[src/rtl/rxn_game_ctrl.sv]
// rxn_game_ctrl: sequencing controller for the reaction-time game.
// Waits a pseudo-random delay after a start op code, lights the stimulus,
// times the response key in BCD milliseconds and drives the 5-char ASCII
// display word plus the result to the terminal top level.
module rxn_game_ctrl #(
  parameter int unsigned TICK_DIV     = 100000,
  parameter logic [10:0] START_OP     = 11'b00100000000,
  parameter logic [7:0]  RESP_KEY     = 8'h20,
  parameter int unsigned MIN_DELAY_MS = 1000,
  parameter int unsigned DELAY_BITS   = 11,
  parameter logic [15:0] LFSR_SEED    = 16'hACE1
) (
  input  logic        clk,
  input  logic        reset,
  input  logic [10:0] op_code,
  input  logic [7:0]  a,
  input  logic        a_valid,
  output logic        stim_on,
  output logic        busy,
  output logic [15:0] result_bcd,
  output logic        result_valid,
  output logic        early,
  output logic [39:0] display,
  output logic [2:0]  state
);

  // FSM state encodings (these values are also visible on the state port)
  localparam logic [2:0] ST_IDLE  = 3'd0;
  localparam logic [2:0] ST_ARM   = 3'd1;
  localparam logic [2:0] ST_GO    = 3'd2;
  localparam logic [2:0] ST_DONE  = 3'd3;
  localparam logic [2:0] ST_EARLY = 3'd4;
  localparam logic [2:0] ST_SLOW  = 3'd5;

  // ASCII display words, leftmost character in the top byte
  localparam logic [39:0] TXT_READY = 40'h5245414459;
  localparam logic [39:0] TXT_WAIT  = 40'h5741495420;
  localparam logic [39:0] TXT_GO    = 40'h474F212020;
  localparam logic [39:0] TXT_EARLY = 40'h4541524C59;
  localparam logic [39:0] TXT_SLOW  = 40'h534C4F5720;

  // Counter widths derived from the parameters
  localparam int unsigned PW        = (TICK_DIV > 1) ? $clog2(TICK_DIV) : 1;
  localparam int unsigned DELAY_MAX = MIN_DELAY_MS + (2 ** DELAY_BITS) - 1;
  localparam int unsigned DW        = $clog2(DELAY_MAX + 1);

  // An all-zero Galois LFSR would lock up, so a zero seed is replaced
  localparam logic [15:0] SEED_EFF  = (LFSR_SEED == 16'h0000) ? 16'h0001 : LFSR_SEED;
  localparam logic [15:0] LFSR_MASK = 16'hB400;
  localparam logic [15:0] BCD_MAX   = 16'h9999;

  // Registered state
  logic [2:0]    state_r;
  logic [10:0]   prev_op_r;
  logic [15:0]   lfsr_r;
  logic [PW-1:0] presc_r;
  logic [DW-1:0] delay_r;
  logic [15:0]   count_r;
  logic [15:0]   result_r;
  logic          result_valid_r;
  logic          stim_on_r;
  logic          busy_r;
  logic          early_r;
  logic [39:0]   display_r;

  // Combinational next-state values
  logic          start_s;
  logic          press_s;
  logic          tick_s;
  logic          enter_timed_s;
  logic [2:0]    state_nxt_s;
  logic [DW-1:0] delay_nxt_s;
  logic [DW-1:0] delay_load_s;
  logic [15:0]   count_nxt_s;
  logic [15:0]   result_nxt_s;
  logic          result_valid_nxt_s;
  logic [15:0]   lfsr_nxt_s;
  logic [PW-1:0] presc_nxt_s;
  logic [39:0]   display_nxt_s;

  // Add one to a 4-digit packed BCD value with decimal carry
  function automatic logic [15:0] bcd_inc(input logic [15:0] v);
    logic [15:0] r;
    logic        carry;
    r     = v;
    carry = 1'b1;
    for (int i = 0; i < 4; i++) begin
      if (carry) begin
        if (r[4*i +: 4] == 4'd9) begin
          r[4*i +: 4] = 4'd0;
          carry       = 1'b1;
        end else begin
          r[4*i +: 4] = r[4*i +: 4] + 4'd1;
          carry       = 1'b0;
        end
      end
    end
    return r;
  endfunction

  // One Galois LFSR step, taps given by LFSR_MASK
  function automatic logic [15:0] lfsr_step(input logic [15:0] v);
    return {1'b0, v[15:1]} ^ (v[0] ? LFSR_MASK : 16'h0000);
  endfunction

  // Render four BCD digits as ASCII followed by a space
  function automatic logic [39:0] bcd_text(input logic [15:0] v);
    return {4'h3, v[15:12], 4'h3, v[11:8], 4'h3, v[7:4], 4'h3, v[3:0], 8'h20};
  endfunction

  // Edge-detect the level-held op code so a held start counts once
  assign start_s      = (op_code == START_OP) && (prev_op_r != START_OP);
  assign press_s      = a_valid && (a == RESP_KEY);
  assign tick_s       = (presc_r == PW'(TICK_DIV - 1));
  assign delay_load_s = DW'(MIN_DELAY_MS) + DW'(lfsr_r[DELAY_BITS-1:0]);
  assign lfsr_nxt_s   = lfsr_step(lfsr_r);

  // Sequencing FSM: next state, delay down-counter, BCD timer and result
  always_comb begin
    state_nxt_s        = state_r;
    delay_nxt_s        = delay_r;
    count_nxt_s        = count_r;
    result_nxt_s       = result_r;
    result_valid_nxt_s = 1'b0;
    case (state_r)
      ST_IDLE, ST_DONE, ST_EARLY, ST_SLOW: begin
        if (start_s) begin
          state_nxt_s = ST_ARM;
          delay_nxt_s = delay_load_s;
        end else begin
          state_nxt_s = state_r;
        end
      end
      ST_ARM: begin
        // An early press wins over delay expiry in the same cycle
        if (press_s) begin
          state_nxt_s = ST_EARLY;
        end else if (tick_s) begin
          if (delay_r <= DW'(1)) begin
            state_nxt_s = ST_GO;
            delay_nxt_s = '0;
            count_nxt_s = 16'h0000;
          end else begin
            delay_nxt_s = delay_r - DW'(1);
          end
        end else begin
          delay_nxt_s = delay_r;
        end
      end
      ST_GO: begin
        // A tick coinciding with the press is deliberately not counted
        if (press_s) begin
          state_nxt_s        = ST_DONE;
          result_nxt_s       = count_r;
          result_valid_nxt_s = 1'b1;
        end else if (tick_s) begin
          if (count_r == BCD_MAX) begin
            state_nxt_s        = ST_SLOW;
            result_nxt_s       = BCD_MAX;
            result_valid_nxt_s = 1'b1;
          end else begin
            count_nxt_s = bcd_inc(count_r);
          end
        end else begin
          count_nxt_s = count_r;
        end
      end
      default: begin
        state_nxt_s = ST_IDLE;
      end
    endcase
  end

  // Millisecond prescaler, restarted on every entry to ARM or GO
  always_comb begin
    enter_timed_s = (state_nxt_s != state_r) &&
                    ((state_nxt_s == ST_ARM) || (state_nxt_s == ST_GO));
    if (enter_timed_s) begin
      presc_nxt_s = '0;
    end else if (tick_s) begin
      presc_nxt_s = '0;
    end else begin
      presc_nxt_s = presc_r + PW'(1);
    end
  end

  // Display word for the state being entered, so it lines up with state
  always_comb begin
    case (state_nxt_s)
      ST_IDLE:  display_nxt_s = TXT_READY;
      ST_ARM:   display_nxt_s = TXT_WAIT;
      ST_GO:    display_nxt_s = TXT_GO;
      ST_DONE:  display_nxt_s = bcd_text(result_nxt_s);
      ST_EARLY: display_nxt_s = TXT_EARLY;
      ST_SLOW:  display_nxt_s = TXT_SLOW;
      default:  display_nxt_s = TXT_READY;
    endcase
  end

  // Control and timing registers
  always_ff @(posedge clk) begin
    if (reset) begin
      state_r   <= ST_IDLE;
      prev_op_r <= 11'd0;
      lfsr_r    <= SEED_EFF;
      presc_r   <= '0;
      delay_r   <= '0;
      count_r   <= 16'h0000;
    end else begin
      state_r   <= state_nxt_s;
      prev_op_r <= op_code;
      lfsr_r    <= lfsr_nxt_s;
      presc_r   <= presc_nxt_s;
      delay_r   <= delay_nxt_s;
      count_r   <= count_nxt_s;
    end
  end

  // Output registers, decoded from the next state so they change with it
  always_ff @(posedge clk) begin
    if (reset) begin
      result_r       <= 16'h0000;
      result_valid_r <= 1'b0;
      stim_on_r      <= 1'b0;
      busy_r         <= 1'b0;
      early_r        <= 1'b0;
      display_r      <= TXT_READY;
    end else begin
      result_r       <= result_nxt_s;
      result_valid_r <= result_valid_nxt_s;
      stim_on_r      <= (state_nxt_s == ST_GO);
      busy_r         <= (state_nxt_s == ST_ARM) || (state_nxt_s == ST_GO);
      early_r        <= (state_nxt_s == ST_EARLY);
      display_r      <= display_nxt_s;
    end
  end

  assign state        = state_r;
  assign stim_on      = stim_on_r;
  assign busy         = busy_r;
  assign result_bcd   = result_r;
  assign result_valid = result_valid_r;
  assign early        = early_r;
  assign display      = display_r;

endmodule

[config.mk]
export PLATFORM = sky130hd
export DESIGN_NAME = rxn_game_ctrl
export DESIGN_NICKNAME = d
export VERILOG_FILES = /design/src/rtl/rxn_game_ctrl.sv
export SDC_FILE = /design/constraint.sdc
export NUM_CORES = 1
export LEC_CHECK = 0
export BUFFER_PORTS_ARGS = -buffer_cell sky130_fd_sc_hd__clkbuf_2
export CORE_MARGIN = 1.5
export CORE_UTILIZATION = 45
export DETAILED_ROUTE_END_ITERATION = 7
export PLACE_DENSITY_LB_ADDON = 0.3
export SETUP_SLACK_MARGIN = 0.02
export SYNTH_ARGS = -nofsm -noshare
export SYNTH_HDL_FRONTEND = slang
export SYNTH_SLANG_ARGS = --single-unit
[constraint.sdc]
create_clock -name clk -period 2.9 [get_ports clk]
set_clock_uncertainty 0.1 [all_clocks]
set_input_delay 0.58 -clock clk [delete_from_list [all_inputs] [get_ports clk]]
set_output_delay 0.58 -clock clk [all_outputs]
set_load 0.02 [all_outputs]
=== After elaboration in Yosys (flattened, before gate mapping) ===
Cells that the tools add are included.

* Add/subtract/negate cells: 7
* Shifts and indexed selects: 0
* Divide/modulo/power cells: 0
* Eq/ne operators: 30
* Multiply operators: 0
* $lt $le $gt $ge: 1
* Reduce and logical (&&, ||, !) cells: 15
* Bitwise logic cells: 2
* Muxes and demuxes: 53

{| class="wikitable"
|+ Operator list
! cell !! count
|-
| case mux 39 bit (5 select lines) || 1
|-
| two-way mux 16 bit || 11
|-
| two-way mux 12 bit || 4
|-
| case mux 16 bit (2 select lines) || 1
|-
| two-way mux 4 bit || 7
|-
| case mux 12 bit (2 select lines) || 1
|-
| AND reduction 8 bit || 3
|-
| two-way mux 3 bit || 7
|-
| two-way mux 1 bit || 20
|-
| != test 2 bit, second input constant || 10
|-
| adder 17 x 1 -> 17 bit, second input constant || 1
|-
| equality test 17 bit, second input constant || 1
|-
| adder 4 x 1 -> 4 bit, second input constant || 4
|-
| equality test 16 bit, second input constant || 1
|-
| equality test 4 bit, second input constant || 4
|-
| XOR 15 x 16 -> 16 bit || 1
|-
| adder 10 x 11 -> 12 bit, first input constant || 1
|-
| equality test 3 x 2 -> 1 bit, second input constant || 4
|-
| equality test 3 bit, second input constant || 4
|-
| less-or-equal comparator 12 x 1 -> 1 bit, second input constant || 1
|-
| subtractor 12 x 1 -> 12 bit, second input constant || 1
|-
| equality test 11 x 9 -> 1 bit, second input constant || 1
|-
| != test 11 x 9 -> 1 bit, second input constant || 1
|-
| case mux 3 bit (3 select lines) || 1
|-
| other kinds (13) || 17
|}

* Output and inout bits: 63
* Memory bits (read-only): 0
* Word-level logic and storage cells: 123
* Memories: 0
* Bits in writable memories: 0
* Bits in latches: 0
* Bits in registers: 135
* Input bits: 22

=== Logic depth before layout (Yosys ltp) ===
* Word-level depth: 21
* Mapped depth: 11
* Mapped depth without buffers: 9

=== Least setup slack after synthesis ===
No wires, ideal clock.

* Kind: input to register
* Start: input port a[2]
* End: register presc_r[12]
* Cell stages on the path: 9
* Setup time: 0.066 ns
* Arrival time: 2.495 ns
* Slack: 0.239 ns
* Path through: or4b_4 nor4_4 a31oi_1 and3_1 buf_6 a311o_1 buf_2 buf_6 a21oi_2

* Word-level cells in the longest chain between the ends: 8

{| class="wikitable"
|+ Ends and longest elaborated chain
! item !! line !! RTL
|-
| from (decl) || 16 || <nowiki>input logic [7:0] a,</nowiki>
|-
| equality test 8 x 6 -> 1 bit (*) || 113 || <nowiki>assign press_s = a_valid && (a == RESP_KEY);</nowiki>
|-
| logical AND 1 bit (*) || 113 ||
|-
| two-way mux 3 bit (on tied branches) || 152, 136 ||
|-
| case mux 3 bit (3 select lines) (*) || 125 || <nowiki>case (state_r)</nowiki>
|-
| equality test 3 x 1 -> 1 bit / equality test 3 x 2 -> 1 bit (equally long branches) || 177 || <nowiki>((state_nxt_s == ST_ARM) || (state_nxt_s == ST_GO));</nowiki>
|-
| logical OR 1 bit || 177 ||
|-
| logical AND 1 bit (*) || 176 || <nowiki>enter_timed_s = (state_nxt_s != state_r) &&</nowiki>
|-
| OR reduction 3 bit (no line) (*) || - ||
|-
| to (signal assigned) || 213 || <nowiki>presc_r <= presc_nxt_s;</nowiki>
|-
| to (decl) || 56 || <nowiki>logic [PW-1:0] presc_r;</nowiki>
|}

Every way passes the cells marked *; elsewhere a longest branch is shown, timed or not.
A chain may end at the register's enable or synchronous reset.

=== Worst setup path after layout ===
* Start: register count_r[0]
* End: register presc_r[8]

* Word-level cells in the longest chain between the ends: 9

{| class="wikitable"
|+ Ends and longest elaborated chain
! item !! line !! RTL
|-
| from (decl) || 58 || <nowiki>logic [15:0] count_r;</nowiki>
|-
| from (signal assigned) || 215 || <nowiki>count_r <= count_nxt_s;</nowiki>
|-
| equality test 16 bit (*) || 157 || <nowiki>if (count_r == BCD_MAX) begin</nowiki>
|-
| two-way mux 3 bit (*) || 157 ||
|-
| two-way mux 3 bit (*) || 156 || <nowiki>end else if (tick_s) begin</nowiki>
|-
| two-way mux 3 bit (*) || 152 || <nowiki>if (press_s) begin</nowiki>
|-
| case mux 3 bit (3 select lines) (*) || 125 ||
|-
| equality test 3 x 1 -> 1 bit / equality test 3 x 2 -> 1 bit (equally long branches) || 177 ||
|-
| logical OR 1 bit || 177 ||
|-
| logical AND 1 bit (*) || 176 ||
|-
| OR reduction 3 bit (no line) (*) || - ||
|}

Marks and branches as above.

==> results.md <==
Run status:
- The run finished, with violations left.
- The checks that failed: design-rule violations.

STA:
- Measured against its own limit, the worst slew margin works out to 47.9%.
- In the final timing run, aggregate negative setup slack is 0 ps.
- The final-report hold violation count is 0.
- In the post-route analysis, the smallest setup slack over all paths is 252 ps.
- Setup repair after global routing left no endpoint under its margin.
- The minimum clock period after layout is 2650 ps.
- Timing would allow up to 378 MHz.
- The fraction of the cycle the final worst path needs is 91.3%.
- Hold timing on the final database bottoms out at a slack of 288 ps.
- At the pin with the least slew margin, the transition time is 775 ps.
- Setup violations remaining at the end of the flow were counted as 0.
- The number of max-slew violations in the final report was 0.

CTS:
- TritonCTS created 17 clock buffers.
- The H-tree generated during clock tree synthesis spans 4 levels.
- Clock tree synthesis selected as its root buffer the cell sky130_fd_sc_hd__clkbuf_16.
- Clock-pin slew was measured on the worst setup and hold paths at 60 ps.
- The buffers inserted during post-CTS setup optimization is 0.
- The clock tree from TritonCTS is done.
- The number of buffers between clock root and the deepest sink is 2.
- The later-pin clock latency in the skew report is 420 ps.
- The tree built by TritonCTS fans out to 120 sinks.

Critical path:
- STA classifies the critical path endpoint as a register.
- The class of the most critical setup path is reg -> reg.
- The nature of the critical path startpoint is a register.
- The arrival time of the worst setup path is 2890 ps.
- The biggest fanout along the worst timing path is 17.
- The worst path required time is 3140 ps.

Routing:
- In the final routed layout, each cell accounts on average for 15.4 µm.
- The length of the first detailed-routing pass in iterations is 7.
- For this run, design rule violations remaining after detail routing come to 4.
- In this run, the number of DRC markers left after iteration 0 of detailed routing was 372.
- The final antenna-violating net count is 0.
- After detailed routing, the total wire length is 13.0 mm.
- Dividing the detail-routed via count by the number of cells gives 5.46.
- The count of vias placed by the detailed router is 4621.

Final layout:
- The fraction of final layout cells sized beyond drive strength 1 is 23.6%.
- The final layout contains 726 nets.
- The repair_antennas step left the layout with diodes totalling 0.
- The final non-filler cell area is 0.00650 mm².
- The number of fillers in the final layout is 1034.
- Once layout is complete, the utilization of the core stands at 56.5%.
- In the layout the commonest cells are 120 x sky130_fd_sc_hd__dfxtp_1, 77 x sky130_fd_sc_hd__clkbuf_2, 53 x sky130_fd_sc_hd__nor2_1, 40 x sky130_fd_sc_hd__nand2_1, 36 x sky130_fd_sc_hd__a21oi_1.
- The multi-input logic area is 0.00275 mm².
- The register cell area after layout is 0.00240 mm².
- The synthesis-to-finish area growth is 21.1%.
- Once layout is complete, the cells apart from fillers number 847.
- Leaving out fill and tap cells, the most frequent cell in the layout is sky130_fd_sc_hd__dfxtp_1.

Place:
- The number of port buffers is 77.
- The post-detailed-placement cell area is 0.00595 mm².
- The congestion estimate from routability-driven global placement came to 0.912.
- Before CTS, the worst setup slack after placement is 111 ps.
- Once placement completed, the tool counted placed cells totaling 816.
- Detailed placement ended at an HPWL of 9.49 mm.

Die:
- The initial utilization of the core area, before any placement, comes to 46.6%.
- The floorplan die height is 112 µm.
- The full die area is 0.0126 mm².
- The number of top-level pins is 85.
- The floorplan has 39 rows.
- In this run the horizontal extent of the chip is 112 µm.
- The core region area is 0.0115 mm².

Yosys:
- Yosys mapped a number of flops with a built-in enable equal to 0.
- The synthesis warning total is 0.
- The number of distinct standard cells referenced by the synthesized netlist is 66.
- After synthesis, the share of flip-flops with an asynchronous set or reset is 0%.
- The synthesized area is 0.00537 mm².
- The total of flip-flops plus latches after synthesis is 120.
- For this run, the register share of the synthesized area comes to 44.7%.
- For this run, the leading register cell type out of synthesis is sky130_fd_sc_hd__dfxtp_1.
- Synthesis produced a netlist whose cell count is 601.
- After synthesis, the mean cell area works out to 8.94 µm².

Power:
- Across the VDD grid, the largest voltage drop is 0.000362 V.
- In this run the static leakage power is 2.64 nW.
- The power per unit of standard cell area is 559 mW/mm².
- Summing internal, switching and leakage power gives 3.64 mW.

Min path:
- The min-delay analysis places its worst path in the category in -> reg.

Global route:
- The residual overflow from global routing is 0.
- The global-route wire length before repair is 21.8 mm.
- The initial antenna violation count is 0.
- The maximum number of pins on one net before global-route repair is 42.
- Global routing used 21.8% of the available tracks.
- The number of global-route vias before repair was 4431.

Run:
- The tool flagged a number of max-cap violations equal to 0.
state kept, by name, summed over array words and instances (netlist names), 3 cells and up:
| register | count |
|---|---|
| prev_op_r | 11 |
| presc_r | 17 |
| display | 25 |
| state | 3 |
| lfsr_r | 16 |
| result_bcd | 16 |
| count_r | 16 |
| delay_r | 12 |
synth_stat cells (4+ instances only):
| cell | instances | share of area, % |
|---|---|---|
| sky130_fd_sc_hd__dfxtp_1 | 120 | 45 |
| sky130_fd_sc_hd__nor2_1 | 53 | 3.7 |
| sky130_fd_sc_hd__nand2_1 | 41 | 2.9 |
| sky130_fd_sc_hd__a21oi_1 | 36 | 3.4 |
| sky130_fd_sc_hd__o21ai_0 | 26 | 2.4 |
| sky130_fd_sc_hd__nor2b_1 | 24 | 2.8 |
| sky130_fd_sc_hd__nor3_1 | 21 | 2.0 |
| sky130_fd_sc_hd__xor2_1 | 19 | 3.1 |
| sky130_fd_sc_hd__nand3_1 | 18 | 1.7 |
| sky130_fd_sc_hd__clkbuf_1 | 17 | 1.2 |
| sky130_fd_sc_hd__inv_1 | 17 | 1.2 |
| sky130_fd_sc_hd__buf_4 | 16 | 2.2 |
| sky130_fd_sc_hd__xnor2_1 | 16 | 2.6 |
| sky130_fd_sc_hd__nand2b_1 | 15 | 1.7 |
| sky130_fd_sc_hd__ha_1 | 12 | 2.8 |
| sky130_fd_sc_hd__a21oi_2 | 10 | 1.6 |
| sky130_fd_sc_hd__and3_1 | 10 | 1.2 |
| sky130_fd_sc_hd__nor4_1 | 10 | 1.2 |
| sky130_fd_sc_hd__or2_2 | 9 | 1.0 |
| sky130_fd_sc_hd__nand4_1 | 8 | 0.93 |
| sky130_fd_sc_hd__a211oi_1 | 7 | 0.98 |
| sky130_fd_sc_hd__a21o_1 | 6 | 0.84 |
| sky130_fd_sc_hd__and2_1 | 5 | 0.58 |
| sky130_fd_sc_hd__nand3b_1 | 5 | 0.70 |
| sky130_fd_sc_hd__o211ai_1 | 5 | 0.70 |
| sky130_fd_sc_hd__o22ai_1 | 5 | 0.58 |
| sky130_fd_sc_hd__or3_1 | 5 | 0.58 |
| sky130_fd_sc_hd__a31oi_1 | 4 | 0.47 |
| sky130_fd_sc_hd__and4_1 | 4 | 0.65 |
| sky130_fd_sc_hd__o32ai_1 | 4 | 0.65 |
critical path: stages (launching register included):
cell and delay [ps]:
sky130_fd_sc_hd__dfxtp_1 450, sky130_fd_sc_hd__ha_1 190, sky130_fd_sc_hd__nand3b_1 210, sky130_fd_sc_hd__nor4_4 470, sky130_fd_sc_hd__a31oi_1 150, sky130_fd_sc_hd__and3_1 280
sky130_fd_sc_hd__a311o_1 350, sky130_fd_sc_hd__buf_4 220, sky130_fd_sc_hd__a21oi_1 150
worst paths after layout:
check | slack [ps] | startpoint | depth (start not counted) | to
setup / recovery | 250 | count_r[0]$_SDFFE_PP0P_ | 8 | presc_r[8]$_SDFF_PP0_
hold / removal | 290 | op_code[10] | 2 | prev_op_r[10]$_SDFF_PP0_
setup reg to reg | 250 | count_r[0]$_SDFFE_PP0P_ | 8 | presc_r[8]$_SDFF_PP0_
hold reg to reg | 320 | lfsr_r[12]$_SDFF_PP0_ | 1 | lfsr_r[11]$_SDFF_PP1_
metal layers:
metal	GRT usage (%)	routed length, µm
met1	27.8	5750
met2	35.1	6330
met3	5.99	735
met4	9.20	200
met5	0	0
area by class of cell:
type	count	share of cell area (%)
Sequential cell	120	36.9
Multi-Input combinational cell	431	42.2
Tap cell	143	2.75
Clock inverter	9	0.827
Timing Repair Buffer	104	9.23
Clock buffer	22	6.98
Inverter	18	1.04
cell families after synthesis:
group | count (synthesis) | synth area share, %
muxes | 3 | 0.582
and+or+nand+nor | 250 | 25.6
other | 1 | 0.0698
AOI/OAI and AO/OA | 124 | 15.2
adders and majority gates | 12 | 2.80
xor gates and xnor gates | 35 | 5.71
DFF | 120 | 44.7
buffers and inverters | 56 | 5.36
power by group:
group / internal, mW / switching (mW)
Combinational: 0.0530 / 0.0678
Clock: 1.10 / 0.721
Sequential: 1.68 / 0.0192
repair_timing:
| item | in CTS | in global routing |
|---|---|---|
| hold buffers | 0 | 0 |
| setup endpoints to repair | 0 | 39 |
| resized for setup | 0 | 7 |
| endpoints found under the hold margin | 0 | 0 |
Note: power is estimated with default switching activity, not from simulation.
